===== src/rtl/ctrl_pkg.sv =====
// Shared types for the pipelined RV32I control unit.
// Opcode constants, control enums, the per-stage control structs and a few
// small decode/forwarding helpers used by the decoder and the top level.
package ctrl_pkg;

  localparam int RIDX_W = 5;

  localparam logic [6:0] OP_R      = 7'd51;
  localparam logic [6:0] OP_I      = 7'd19;
  localparam logic [6:0] OP_LOAD   = 7'd3;
  localparam logic [6:0] OP_STORE  = 7'd35;
  localparam logic [6:0] OP_BRANCH = 7'd99;
  localparam logic [6:0] OP_JAL    = 7'd111;
  localparam logic [6:0] OP_JALR   = 7'd103;
  localparam logic [6:0] OP_LUI    = 7'd55;
  localparam logic [6:0] OP_AUIPC  = 7'd23;

  typedef enum logic [4:0] {
    ALU_ADD    = 5'd0,  ALU_SUB    = 5'd1,  ALU_SLL    = 5'd2,  ALU_SLT    = 5'd3,
    ALU_SLTU   = 5'd4,  ALU_XOR    = 5'd5,  ALU_SRL    = 5'd6,  ALU_SRA    = 5'd7,
    ALU_OR     = 5'd8,  ALU_AND    = 5'd9,  ALU_PASSB  = 5'd10, ALU_RSV11  = 5'd11,
    ALU_RSV12  = 5'd12, ALU_RSV13  = 5'd13, ALU_MUL    = 5'd14, ALU_MULH   = 5'd15,
    ALU_MULHSU = 5'd16, ALU_MULHU  = 5'd17
  } alu_op_e;

  typedef enum logic [2:0] {IMM_I = 3'd0, IMM_S, IMM_B, IMM_U, IMM_J} imm_src_e;
  typedef enum logic [1:0] {RES_ALU = 2'd0, RES_MEM, RES_PC4, RES_PCIMM} result_src_e;
  typedef enum logic [1:0] {PC_PLUS4 = 2'd0, PC_IMM, PC_RS1IMM} pc_src_e;
  typedef enum logic [1:0] {FWD_RF = 2'd0, FWD_WB, FWD_MEM} fwd_e;

  typedef struct packed {
    logic              RegWrite;
    logic              MemWrite;
    logic              ALUsrc;
    alu_op_e           ALUctrl;
    result_src_e       ResultSrc;
    imm_src_e          ImmSrc;
    logic              branch;
    logic              jump;
    logic              jalr;
    logic              illegal;
    logic [2:0]        funct3;
    logic [RIDX_W-1:0] rd;
    logic [RIDX_W-1:0] rs1;
    logic [RIDX_W-1:0] rs2;
    logic              use_rs1;
    logic              use_rs2;
  } ctrl_t;

  // MEM and WB only carry what those stages still consume
  typedef struct packed {
    logic              RegWrite;
    logic              MemWrite;
    result_src_e       ResultSrc;
    logic [2:0]        funct3;
    logic [RIDX_W-1:0] rd;
  } mem_ctrl_t;

  typedef struct packed {
    logic              RegWrite;
    result_src_e       ResultSrc;
    logic [RIDX_W-1:0] rd;
  } wb_ctrl_t;

  localparam ctrl_t CTRL_BUBBLE = '0;

  // Base integer ALU op shared by R and I types; alt selects SUB/SRA
  function automatic alu_op_e base_alu(input logic [2:0] f3, input logic alt);
    case (f3)
      3'd0:    return alt ? ALU_SUB : ALU_ADD;
      3'd1:    return ALU_SLL;
      3'd2:    return ALU_SLT;
      3'd3:    return ALU_SLTU;
      3'd4:    return ALU_XOR;
      3'd5:    return alt ? ALU_SRA : ALU_SRL;
      3'd6:    return ALU_OR;
      default: return ALU_AND;
    endcase
  endfunction

  // MEM result is younger than WB, so it wins
  function automatic fwd_e fwd_sel(input logic use_rs, input logic [RIDX_W-1:0] rs,
                                   input logic mem_we, input logic [RIDX_W-1:0] mem_rd,
                                   input logic wb_we, input logic [RIDX_W-1:0] wb_rd);
    if (use_rs && mem_we && mem_rd != '0 && mem_rd == rs) return FWD_MEM;
    if (use_rs && wb_we && wb_rd != '0 && wb_rd == rs)    return FWD_WB;
    return FWD_RF;
  endfunction

endpackage


===== src/rtl/control_decoder.sv =====
// Combinational ID-stage decoder: instruction word -> ctrl_t.
// Ports: instr_i (32-bit instruction), ctrl_o (decoded control bundle).
// Any unknown opcode or funct field decodes to a bubble with illegal set.
module control_decoder
  import ctrl_pkg::*;
#(
  parameter bit SUPPORT_M = 1'b0
) (
  input  logic [31:0] instr_i,
  output ctrl_t       ctrl_o
);

  logic [6:0] op;
  logic [2:0] f3;
  logic [6:0] f7;
  ctrl_t      c;
  logic       ill;

  assign op = instr_i[6:0];
  assign f3 = instr_i[14:12];
  assign f7 = instr_i[31:25];

  always_comb begin
    c        = CTRL_BUBBLE;
    ill      = 1'b0;
    c.funct3 = f3;
    c.rd     = instr_i[11:7];
    c.rs1    = instr_i[19:15];
    c.rs2    = instr_i[24:20];
    case (op)
      OP_R: begin
        c.RegWrite = 1'b1;
        c.use_rs1  = 1'b1;
        c.use_rs2  = 1'b1;
        case (f7)
          7'h00: c.ALUctrl = base_alu(f3, 1'b0);
          7'h20: begin
            if (f3 == 3'd0 || f3 == 3'd5) c.ALUctrl = base_alu(f3, 1'b1);
            else                          ill = 1'b1;
          end
          7'h01: begin
            if (SUPPORT_M && !f3[2]) begin
              case (f3[1:0])
                2'd0:    c.ALUctrl = ALU_MUL;
                2'd1:    c.ALUctrl = ALU_MULH;
                2'd2:    c.ALUctrl = ALU_MULHSU;
                default: c.ALUctrl = ALU_MULHU;
              endcase
            end else begin
              ill = 1'b1;
            end
          end
          default: ill = 1'b1;
        endcase
      end
      OP_I: begin
        c.RegWrite = 1'b1;
        c.use_rs1  = 1'b1;
        c.ALUsrc   = 1'b1;
        c.ALUctrl  = base_alu(f3, f3 == 3'd5 && f7[5]);
        // shift-immediates carry funct7 in the immediate field
        if (f3 == 3'd1 && f7 != 7'h00)                  ill = 1'b1;
        if (f3 == 3'd5 && f7 != 7'h00 && f7 != 7'h20)   ill = 1'b1;
      end
      OP_LOAD: begin
        c.RegWrite  = 1'b1;
        c.use_rs1   = 1'b1;
        c.ALUsrc    = 1'b1;
        c.ResultSrc = RES_MEM;
        if (f3 == 3'd3 || f3 == 3'd6 || f3 == 3'd7) ill = 1'b1;
      end
      OP_STORE: begin
        c.MemWrite = 1'b1;
        c.use_rs1  = 1'b1;
        c.use_rs2  = 1'b1;
        c.ALUsrc   = 1'b1;
        c.ImmSrc   = IMM_S;
        c.rd       = '0;
        if (f3 > 3'd2) ill = 1'b1;
      end
      OP_BRANCH: begin
        c.branch  = 1'b1;
        c.use_rs1 = 1'b1;
        c.use_rs2 = 1'b1;
        c.ALUctrl = ALU_SUB;
        c.ImmSrc  = IMM_B;
        c.rd      = '0;
        if (f3 == 3'd2 || f3 == 3'd3) ill = 1'b1;
      end
      OP_JAL: begin
        c.RegWrite  = 1'b1;
        c.jump      = 1'b1;
        c.ImmSrc    = IMM_J;
        c.ResultSrc = RES_PC4;
      end
      OP_JALR: begin
        c.RegWrite  = 1'b1;
        c.jalr      = 1'b1;
        c.use_rs1   = 1'b1;
        c.ALUsrc    = 1'b1;
        c.ResultSrc = RES_PC4;
        if (f3 != 3'd0) ill = 1'b1;
      end
      OP_LUI: begin
        c.RegWrite = 1'b1;
        c.ALUsrc   = 1'b1;
        c.ALUctrl  = ALU_PASSB;
        c.ImmSrc   = IMM_U;
      end
      OP_AUIPC: begin
        c.RegWrite  = 1'b1;
        c.ALUsrc    = 1'b1;
        c.ImmSrc    = IMM_U;
        c.ResultSrc = RES_PCIMM;
      end
      default: ill = 1'b1;
    endcase
    if (ill) begin
      c         = CTRL_BUBBLE;
      c.illegal = 1'b1;
    end
    ctrl_o = c;
  end

endmodule


===== src/rtl/pipelined_control_unit.sv =====
// Control path of the 5-stage RV32I pipeline.
// Decodes in ID, carries control through ID/EX, EX/MEM, MEM/WB, resolves
// branches in EX from Flags_i, and produces forwarding selects, load-use
// stalls and flushes. stall_ext_i freezes every control register.
// Ports: clk_i/rst_ni; Instr_i, Flags_i, stall_ext_i in; ImmSrc_o (ID),
// ex_* (EX), PCsrc_o, ForwardA/B_o, mem_* (MEM), wb_* (WB),
// StallF/StallD/FlushD/FlushE_o hazard controls, illegal_o (EX).
module pipelined_control_unit
  import ctrl_pkg::*;
#(
  parameter int REG_AW    = 5,
  parameter int ALUCTRL_W = 5,
  parameter bit SUPPORT_M = 1'b0
) (
  input  logic                 clk_i,
  input  logic                 rst_ni,
  input  logic [31:0]          Instr_i,
  input  logic [2:0]           Flags_i,
  input  logic                 stall_ext_i,
  output logic [2:0]           ImmSrc_o,
  output logic [ALUCTRL_W-1:0] ex_ALUctrl_o,
  output logic                 ex_ALUsrc_o,
  output logic [2:0]           ex_funct3_o,
  output logic [1:0]           PCsrc_o,
  output logic [1:0]           ForwardA_o,
  output logic [1:0]           ForwardB_o,
  output logic                 mem_MemWrite_o,
  output logic [2:0]           mem_funct3_o,
  output logic                 wb_RegWrite_o,
  output logic [1:0]           wb_ResultSrc_o,
  output logic [REG_AW-1:0]    wb_rd_o,
  output logic                 StallF_o,
  output logic                 StallD_o,
  output logic                 FlushD_o,
  output logic                 FlushE_o,
  output logic                 illegal_o
);

  ctrl_t     dec;
  ctrl_t     id_ex_q, id_ex_d;
  mem_ctrl_t ex_mem_q, ex_mem_d;
  wb_ctrl_t  mem_wb_q, mem_wb_d;
  // Low until the first edge after reset release; keeps the combinational
  // outputs quiet for that window as well
  logic      run_q;

  control_decoder #(.SUPPORT_M(SUPPORT_M)) u_dec (
    .instr_i (Instr_i),
    .ctrl_o  (dec)
  );

  // ---- EX: branch resolution ----
  logic zero, gt, gtu, br_taken;
  assign {zero, gt, gtu} = Flags_i;

  always_comb begin
    case (id_ex_q.funct3)
      3'd0:    br_taken = zero;
      3'd1:    br_taken = !zero;
      3'd4:    br_taken = !gt && !zero;
      3'd5:    br_taken = gt || zero;
      3'd6:    br_taken = !gtu && !zero;
      3'd7:    br_taken = gtu || zero;
      default: br_taken = 1'b0;
    endcase
  end

  pc_src_e pc_src;
  always_comb begin
    pc_src = PC_PLUS4;
    if (id_ex_q.jalr)                                         pc_src = PC_RS1IMM;
    else if (id_ex_q.jump || (id_ex_q.branch && br_taken))    pc_src = PC_IMM;
  end

  // ---- hazards ----
  logic redirect, load_use, flush_e, flush_d, stall_fd;
  assign redirect = (pc_src != PC_PLUS4);
  assign load_use = id_ex_q.RegWrite && id_ex_q.ResultSrc == RES_MEM && id_ex_q.rd != '0 &&
                    ((dec.use_rs1 && dec.rs1 == id_ex_q.rd) ||
                     (dec.use_rs2 && dec.rs2 == id_ex_q.rd));
  // redirect squashes the ID instruction anyway, so it overrides the stall
  assign flush_e  = !stall_ext_i && (redirect || load_use);
  assign flush_d  = !stall_ext_i && redirect;
  assign stall_fd = stall_ext_i || (load_use && !redirect);

  // ---- forwarding ----
  fwd_e fwd_a, fwd_b;
  assign fwd_a = fwd_sel(id_ex_q.use_rs1, id_ex_q.rs1, ex_mem_q.RegWrite, ex_mem_q.rd,
                         mem_wb_q.RegWrite, mem_wb_q.rd);
  assign fwd_b = fwd_sel(id_ex_q.use_rs2, id_ex_q.rs2, ex_mem_q.RegWrite, ex_mem_q.rd,
                         mem_wb_q.RegWrite, mem_wb_q.rd);

  // ---- pipeline registers ----
  always_comb begin
    id_ex_d            = flush_e ? CTRL_BUBBLE : dec;
    ex_mem_d.RegWrite  = id_ex_q.RegWrite;
    ex_mem_d.MemWrite  = id_ex_q.MemWrite;
    ex_mem_d.ResultSrc = id_ex_q.ResultSrc;
    ex_mem_d.funct3    = id_ex_q.funct3;
    ex_mem_d.rd        = id_ex_q.rd;
    mem_wb_d.RegWrite  = ex_mem_q.RegWrite;
    mem_wb_d.ResultSrc = ex_mem_q.ResultSrc;
    mem_wb_d.rd        = ex_mem_q.rd;
  end

  always_ff @(posedge clk_i or negedge rst_ni) begin
    if (!rst_ni) begin
      id_ex_q  <= CTRL_BUBBLE;
      ex_mem_q <= '0;
      mem_wb_q <= '0;
      run_q    <= 1'b0;
    end else begin
      run_q <= 1'b1;
      if (!stall_ext_i) begin
        id_ex_q  <= id_ex_d;
        ex_mem_q <= ex_mem_d;
        mem_wb_q <= mem_wb_d;
      end
    end
  end

  // ImmSrc is only needed in ID; its EX copy is carried for the full bundle
  logic ex_unused;
  assign ex_unused = ^id_ex_q.ImmSrc;

  // ---- outputs ----
  assign ImmSrc_o       = run_q ? dec.ImmSrc : IMM_I;
  assign ex_ALUctrl_o   = ALUCTRL_W'(id_ex_q.ALUctrl);
  assign ex_ALUsrc_o    = id_ex_q.ALUsrc;
  assign ex_funct3_o    = id_ex_q.funct3;
  assign illegal_o      = id_ex_q.illegal;
  assign PCsrc_o        = run_q ? pc_src : PC_PLUS4;
  assign ForwardA_o     = run_q ? fwd_a : FWD_RF;
  assign ForwardB_o     = run_q ? fwd_b : FWD_RF;
  assign mem_MemWrite_o = ex_mem_q.MemWrite;
  assign mem_funct3_o   = ex_mem_q.funct3;
  assign wb_RegWrite_o  = mem_wb_q.RegWrite;
  assign wb_ResultSrc_o = mem_wb_q.ResultSrc;
  assign wb_rd_o        = REG_AW'(mem_wb_q.rd);
  assign StallF_o       = run_q && stall_fd;
  assign StallD_o       = run_q && stall_fd;
  assign FlushD_o       = run_q && flush_d;
  assign FlushE_o       = run_q && flush_e;

endmodule


===== config.mk =====
export PLATFORM = sky130hd
export DESIGN_NAME = pipelined_control_unit
export DESIGN_NICKNAME = d
export VERILOG_FILES = /design/src/rtl/ctrl_pkg.sv /design/src/rtl/control_decoder.sv /design/src/rtl/pipelined_control_unit.sv
export SDC_FILE = /design/constraint.sdc
export NUM_CORES = 1
export LEC_CHECK = 0
export ABC_AREA = 0
export ABC_CLOCK_PERIOD_IN_PS = 2500
export BUFFER_PORTS_ARGS = -buffer_cell sky130_fd_sc_hd__buf_2
export CORE_MARGIN = 2
export CORE_UTILIZATION = 35
export DETAILED_ROUTE_END_ITERATION = 6
export SYNTH_ARGS = -nofsm -noshare
export SYNTH_HDL_FRONTEND = slang
export SYNTH_SLANG_ARGS = --single-unit

===== constraint.sdc =====
create_clock -name clk_i -period 2.5 [get_ports clk_i]
set_input_delay 0.125 -clock clk_i [delete_from_list [all_inputs] [get_ports clk_i]]
set_output_delay 0.125 -clock clk_i [all_outputs]
set_load 0.05 [all_outputs]

## After elaboration in Yosys (flattened, before gate mapping)

Index checks and enable logic that the tools add are counted.

- $add $sub $neg: 0
- Multiply operators: 0
- Div/mod/pow operators: 0
- $lt $le $gt $ge: 1
- Equality and inequality tests: 30
- Shift-type cells: 0
- Multiplexer cells: 51
- Bitwise logic cells: 0
- Reductions and logical operators: 62

Operators by type and width:

| kind | count |
|---|---|
| 2-to-1 mux 37 bit | 2 |
| one-hot mux 4 bit (7 select lines) | 2 |
| one-hot mux 5 bit (7 select lines) | 1 |
| equality test 5 bit | 6 |
| logical AND 1 bit | 30 |
| equality test 7 x 6 -> 1 bit (second input constant) | 4 |
| equality test 3 bit (second input constant) | 8 |
| 2-to-1 mux 1 bit | 24 |
| 2-to-1 mux 2 bit | 12 |
| equality test 7 bit (second input constant) | 3 |
| one-hot mux 5 bit (4 select lines) | 1 |
| nonzero test 5 bit | 3 |
| equality test 7 x 5 -> 1 bit (second input constant) | 2 |
| one-hot mux 3 bit (4 select lines) | 1 |
| OR reduction 6 bit | 2 |
| logical OR 1 bit | 10 |
| 2-to-1 mux 5 bit | 2 |
| one-hot mux 5 bit (2 select lines) | 1 |
| equality test 7 x 2 -> 1 bit (second input constant) | 1 |
| logical NOT 7 bit | 1 |
| != test 7 x 6 -> 1 bit (second input constant) | 1 |
| one-hot mux 1 bit (7 select lines) | 1 |
| nonzero test 7 bit | 1 |
| OR reduction 7 bit | 1 |
| other kinds (14) | 24 |

- Bits in registers: 55
- Latch bits: 0
- RAM bits: 0
- ROM bits: 0
- Output and inout port bits: 35
- Logic and storage cells: 168
- Memories: 0

## Depth between registers and ports, before layout

- Depth after elaboration: 13
- Mapped depth: 9
- Depth with buffers taken out: 6

## Hierarchy

From an unflattened synthesis, not the netlist that was laid out.

- Cells, all modules: 365
- Area total of the unflattened synthesis: 3648.5 sq um

By module, submodules not included:

| module | instances | cells each | area each (sq um) | seq. area each (sq um) |
|---|---|---|---|---|
| pipelined_control_unit | 1 | 253 | 2902.8 | 1376.3 |
| control_decoder | 1 | 112 | 745.7 | 0.0 |

## Least setup slack after synthesis

Ideal clock, no wire load.

- Path type: input to output
- From: input Instr_i[26]
- To: output ImmSrc_o[0]
- Arrival time: 2.505 ns
- Required time: 2.375 ns
- Path slack: -0.130 ns
- Stages: 7
- Path buffers: 1
- Cells stage by stage: or4_1 -> buf_2 -> nor3_2 -> or4b_1 -> o2111a_4 -> nand2_1 -> nor3_1

- Word-level cells in the longest chain between the ends: 7
- Elaborated cells between the ends (all ways): 13
- Classes of those cells: 2 x eq/ne; 6 x mux; 5 x reduce/logical

RTL lines:

| item | line | source |
|---|---|---|
| from (decl) | pipelined_control_unit.sv:17 | `input logic [31:0] Instr_i,` |
| nonzero test 7 bit | control_decoder.sv:62, control_decoder.sv:63 |  |
| logical AND 1 bit (on tied branches) | control_decoder.sv:62, control_decoder.sv:63 |  |
| 2-to-1 mux 1 bit / logical AND 1 bit (equally long branches) | control_decoder.sv:62, control_decoder.sv:63 |  |
| 2-to-1 mux 1 bit | control_decoder.sv:63 | `if (f3 == 3'd5 && f7 != 7'h00 && f7 != 7'h20) ill = 1'b1;` |
| one-hot mux 1 bit (7 select lines) (*) | control_decoder.sv:30 | `case (op)` |
| 2-to-1 mux 37 bit (*) | control_decoder.sv:118 | `if (ill) begin` |
| 2-to-1 mux 3 bit (*) | pipelined_control_unit.sv:127 | `assign ImmSrc_o = run_q ? dec.ImmSrc : IMM_I;` |
| to (decl) | pipelined_control_unit.sv:20 | `output logic [2:0] ImmSrc_o,` |

Every way passes the cells marked *; elsewhere a longest branch is shown, timed or not.

## Worst setup path after layout

- From: register id_ex_q (netlist bit ex_funct3_o[0])
- To: output StallD_o

- Word-level cells in the longest chain between the ends: 11
- Elaborated cells between the ends (all ways): 16
- Classes of those cells: 5 x eq/ne; 3 x mux; 8 x reduce/logical

RTL lines:

| item | line | source |
|---|---|---|
| from (decl) | pipelined_control_unit.sv:40 | `ctrl_t id_ex_q, id_ex_d;` |
| from (signal assigned) | pipelined_control_unit.sv:115 | `id_ex_q <= id_ex_d;` |
| equality test 3 bit, or another cell as far along | pipelined_control_unit.sv:57 | `case (id_ex_q.funct3)` |
| one-hot mux 1 bit (6 select lines) (*) | pipelined_control_unit.sv:57 |  |
| logical AND 1 bit (*) | pipelined_control_unit.sv:72 | `else if (id_ex_q.jump \|\| (id_ex_q.branch && br_taken)) pc_src = PC_IMM;` |
| logical OR 1 bit (*) | pipelined_control_unit.sv:72 |  |
| 2-to-1 mux 1 bit (*) | pipelined_control_unit.sv:72 |  |
| 2-to-1 mux 2 bit (*) | pipelined_control_unit.sv:71 | `if (id_ex_q.jalr) pc_src = PC_RS1IMM;` |
| nonzero test 2 bit (*) | pipelined_control_unit.sv:77 | `assign redirect = (pc_src != PC_PLUS4);` |
| logical NOT 1 bit (*) | pipelined_control_unit.sv:84 | `assign stall_fd = stall_ext_i \|\| (load_use && !redirect);` |
| logical AND 1 bit (*) | pipelined_control_unit.sv:84 |  |
| logical OR 1 bit (*) | pipelined_control_unit.sv:84 |  |
| logical AND 1 bit (*) | pipelined_control_unit.sv:141 | `assign StallD_o = run_q && stall_fd;` |
| to (decl) | pipelined_control_unit.sv:33 | `output logic StallD_o,` |

Marks and branches as above.

==> out/metrics.cfg <==
[run_status]
status=complete, no violations

[sta]
timing.clock.skew_ns=0.0116
fin_worst_hold_slack_ns=0.0710
tightestPinTransition_ns=0.659
clock.fmax_mhz=413
layout_worst_path_cycle_share_pct=96.8
report.final.hold_viol_count=0
setup_viol_count_final=0
post-route-min-period_ns=2.42
slew_violations=0
rsz_0062_raised_after_global_routing=yes
timing.slew.headroom_pct=55.6

[setup_path]
timing.reg2reg.worst_path_depth=8
critical_path.reg2reg.startpoint=ex_funct3_o[0]
worst_r2r_endpoint=id_ex_q[0]
crit_required_ns=2.38
maximum_fanout_along_the_worst_path=5
worst_setup_path_end_kind=output port
startpoint_type=flop
timing.reg2reg.setup_slack_ns=0.28
worst-setup-path-type=flop to output port
cp.arrival_ns=2.29

[synth]
syn-cell-area_um2=3450
synth_top_flop_cell=dfrtp_1
synthesis.area_per_instance_um2=9.28
ys_seq_area_share_pct=39.2
synthesized_nets=410
synth-warning-count=0
synth.ff_latch_count=54
synth-edff-count=0
synth_async_sr_flop_share_pct=100
synthCells=372
synthDistinctLibCells=54

[worst_hold_path]
hold_start=Instr_i[8]
timing.hold.worst_path_depth=3
min_delay_worst_type=primary input to flop
holdPathEnd=ex_mem_d[1]

[clock_tree]
cts.htree.levels=2
tritoncts.num_buffers=5
clock_tree_from_tritoncts=yes
insertion_delay_ns=0.31
worst_setup_hold_path_clk_slew_ns=0.09
clk_path_buf_depth=2
numClockSinks=54
clock-root-buffer=clkbuf_8

[global_routing]
maximum_number_of_pins_on_one_net_before_global_route_repair=49
global_route.usage.total_pct=17.1
grt_remaining_overflow=0
grt_antenna_before_repair=0
grt_pass1_vias=2852
grt_pass1_wl_um=14300

[power]
power.density_nw_per_um2=428
total_leakage_power_nw=1.87
worst_ir_drop_vdd_mv=0.215

[route]
wl_um=8970
drt-wirelength-per-cell_um=15.8
drc_errors=0
detail_route.vias_per_cell=5.30
dr.first_iter.drc_count=174
vias=3016
antenna_nets_post_route=0
drt_pass1_iterations=5

[flow_run]
max_cap_violations=0

[placed_design]
dp.final_hpwl_um=6840
placedInstanceArea_um2=3880
io_buffer_count=71
place.gp.congestion=0.908

[layout]
layout_common_cells=69 x buf_2, 55 x nand2_1, 52 x dfrtp_1, 26 x o21ai_0, 23 x xnor2_1
total_number_of_nets_in_the_final_design=473
layout_commonest_cell=buf_2
layout-area-overhead-vs-synth_pct=17.4
share_of_layout_cells_above_drive_strength_1_pct=31.2
layout.cell_area.non_filler_um2=4050
n_antenna_cell=0

[floorplan]
fp.dieH_um=103
std_cell_core_area_um2=9680
floorplan.die_area_um2=10700
row_count=36
start_util_pct=35.6
die_x_um=103
design.portCount=73

cell families after synthesis:
group,count (synthesis),synth area share (%)
AND/OR/NAND/NOR,144,21.9
AO/OA/AOI/OAI,75,17.0
flip-flops,54,39.2
buffers and inverters,43,6.60
XOR/XNOR,33,8.38
multiplexers,21,6.78
other,2,0.218
through the flow:
stage,power [mW],cells,setup TNS (ns),setup slack (ns),utilization [%]
floorplan,1.13,372,0,0.0476,-
global route,1.83,569,-0.0249,-0.00839,41.8
detailed placement,1.24,554,0,0.163,40.1
CTS,1.75,563,-0.0395,-0.0198,41.2
finish,1.73,569,0,0.0812,41.8
global placement,1.23,554,0,0.253,40.1
flip-flops by register name, indices dropped and copies added, names as in the netlist:
signal	flops
ex_mem_d	9
id_ex_q	15
mem_MemWrite_o	1
run_q	1
ex_ALUsrc_o	1
wb_rd_o	5
mem_funct3_o	3
ex_ALUctrl_o	4
ex_funct3_o	3
illegal_o	1
wb_RegWrite_o	1
ex_mem_q	8
wb_ResultSrc_o	2
routing by layer:
layer	GRT usage [%]	vias to the layer above	routed length, µm
li1	-	1459	-
met1	23.3	1437	4010
met2	28.2	108	4330
met3	2.49	12	497
met4	5.47	0	140
met5	0	-	0
how the worst max path moves through the flow:
stage,startpoint,endpoint,slack [ns],cells past startpoint
floorplan,ex_funct3_o[0],PCsrc_o[0],0.05,6
global placement,Instr_i[26],ImmSrc_o[0],0.25,8
detailed placement,Instr_i[26],ImmSrc_o[0],0.16,8
CTS,ex_mem_d[0],StallF_o,-0.02,7
global route,ex_funct3_o[0],StallD_o,-0.008,7
finish,ex_funct3_o[0],StallD_o,0.08,7
Yosys cell counts, types with 6 or more instances:
library cell	count	share of area [%]
nand4_1	17	3.1
nor4_1	6	1.1
o31ai_1	7	1.5
dfrtp_1	54	39
nand2_1	55	6.0
xnor2_1	23	5.8
nor2_1	16	1.7
a21oi_1	8	1.2
nand3_1	8	1.2
xor2_1	10	2.5
inv_1	8	0.87
o41ai_2	7	3.3
nor3_1	9	1.3
clkbuf_1	15	1.6
buf_4	12	2.6
o21ai_0	26	3.8
mux2_2	19	6.2
worst max-delay path, stage by stage, from the launching register on:
cell      delay (ns)
dfrtp_2         0.44
or2_2           0.31
o211ai_1        0.25
nor2_1          0.08
a211o_1         0.31
nor3b_2         0.17
o21a_1          0.22
buf_4           0.20
area by class of cell:
cell class / instances / area (µm²)
Clock buffer: 6 / 82.6
Clock inverter: 2 / 12.5
Fill cell: 985 / 5630
Inverter: 8 / 30.0
Multi-Input combinational cell: 275 / 1890
Sequential cell: 54 / 1350
Tap cell: 133 / 166
Timing Repair Buffer: 91 / 513
where the power goes:
group | leakage, nW | internal [mW] | total [mW] | switching (mW)
Clock | 0.0472 | 0.223 | 0.509 | 0.286
Sequential | 0.742 | 0.891 | 0.917 | 0.0264
Combinational | 1.08 | 0.112 | 0.307 | 0.195
what timing repair did:
| item | CTS | global route |
|---|---|---|
| hold endpoints to repair | 18 | 0 |
| hold buffers | 1 | 0 |
| gates cloned | 0 | 0 |
| endpoints found under the setup margin | 2 | 3 |
| pin swaps | 0 | 2 |
| resized for setup | 1 | 7 |
| setup buffers | 0 | 6 |
(Power assumes the default switching activity.)
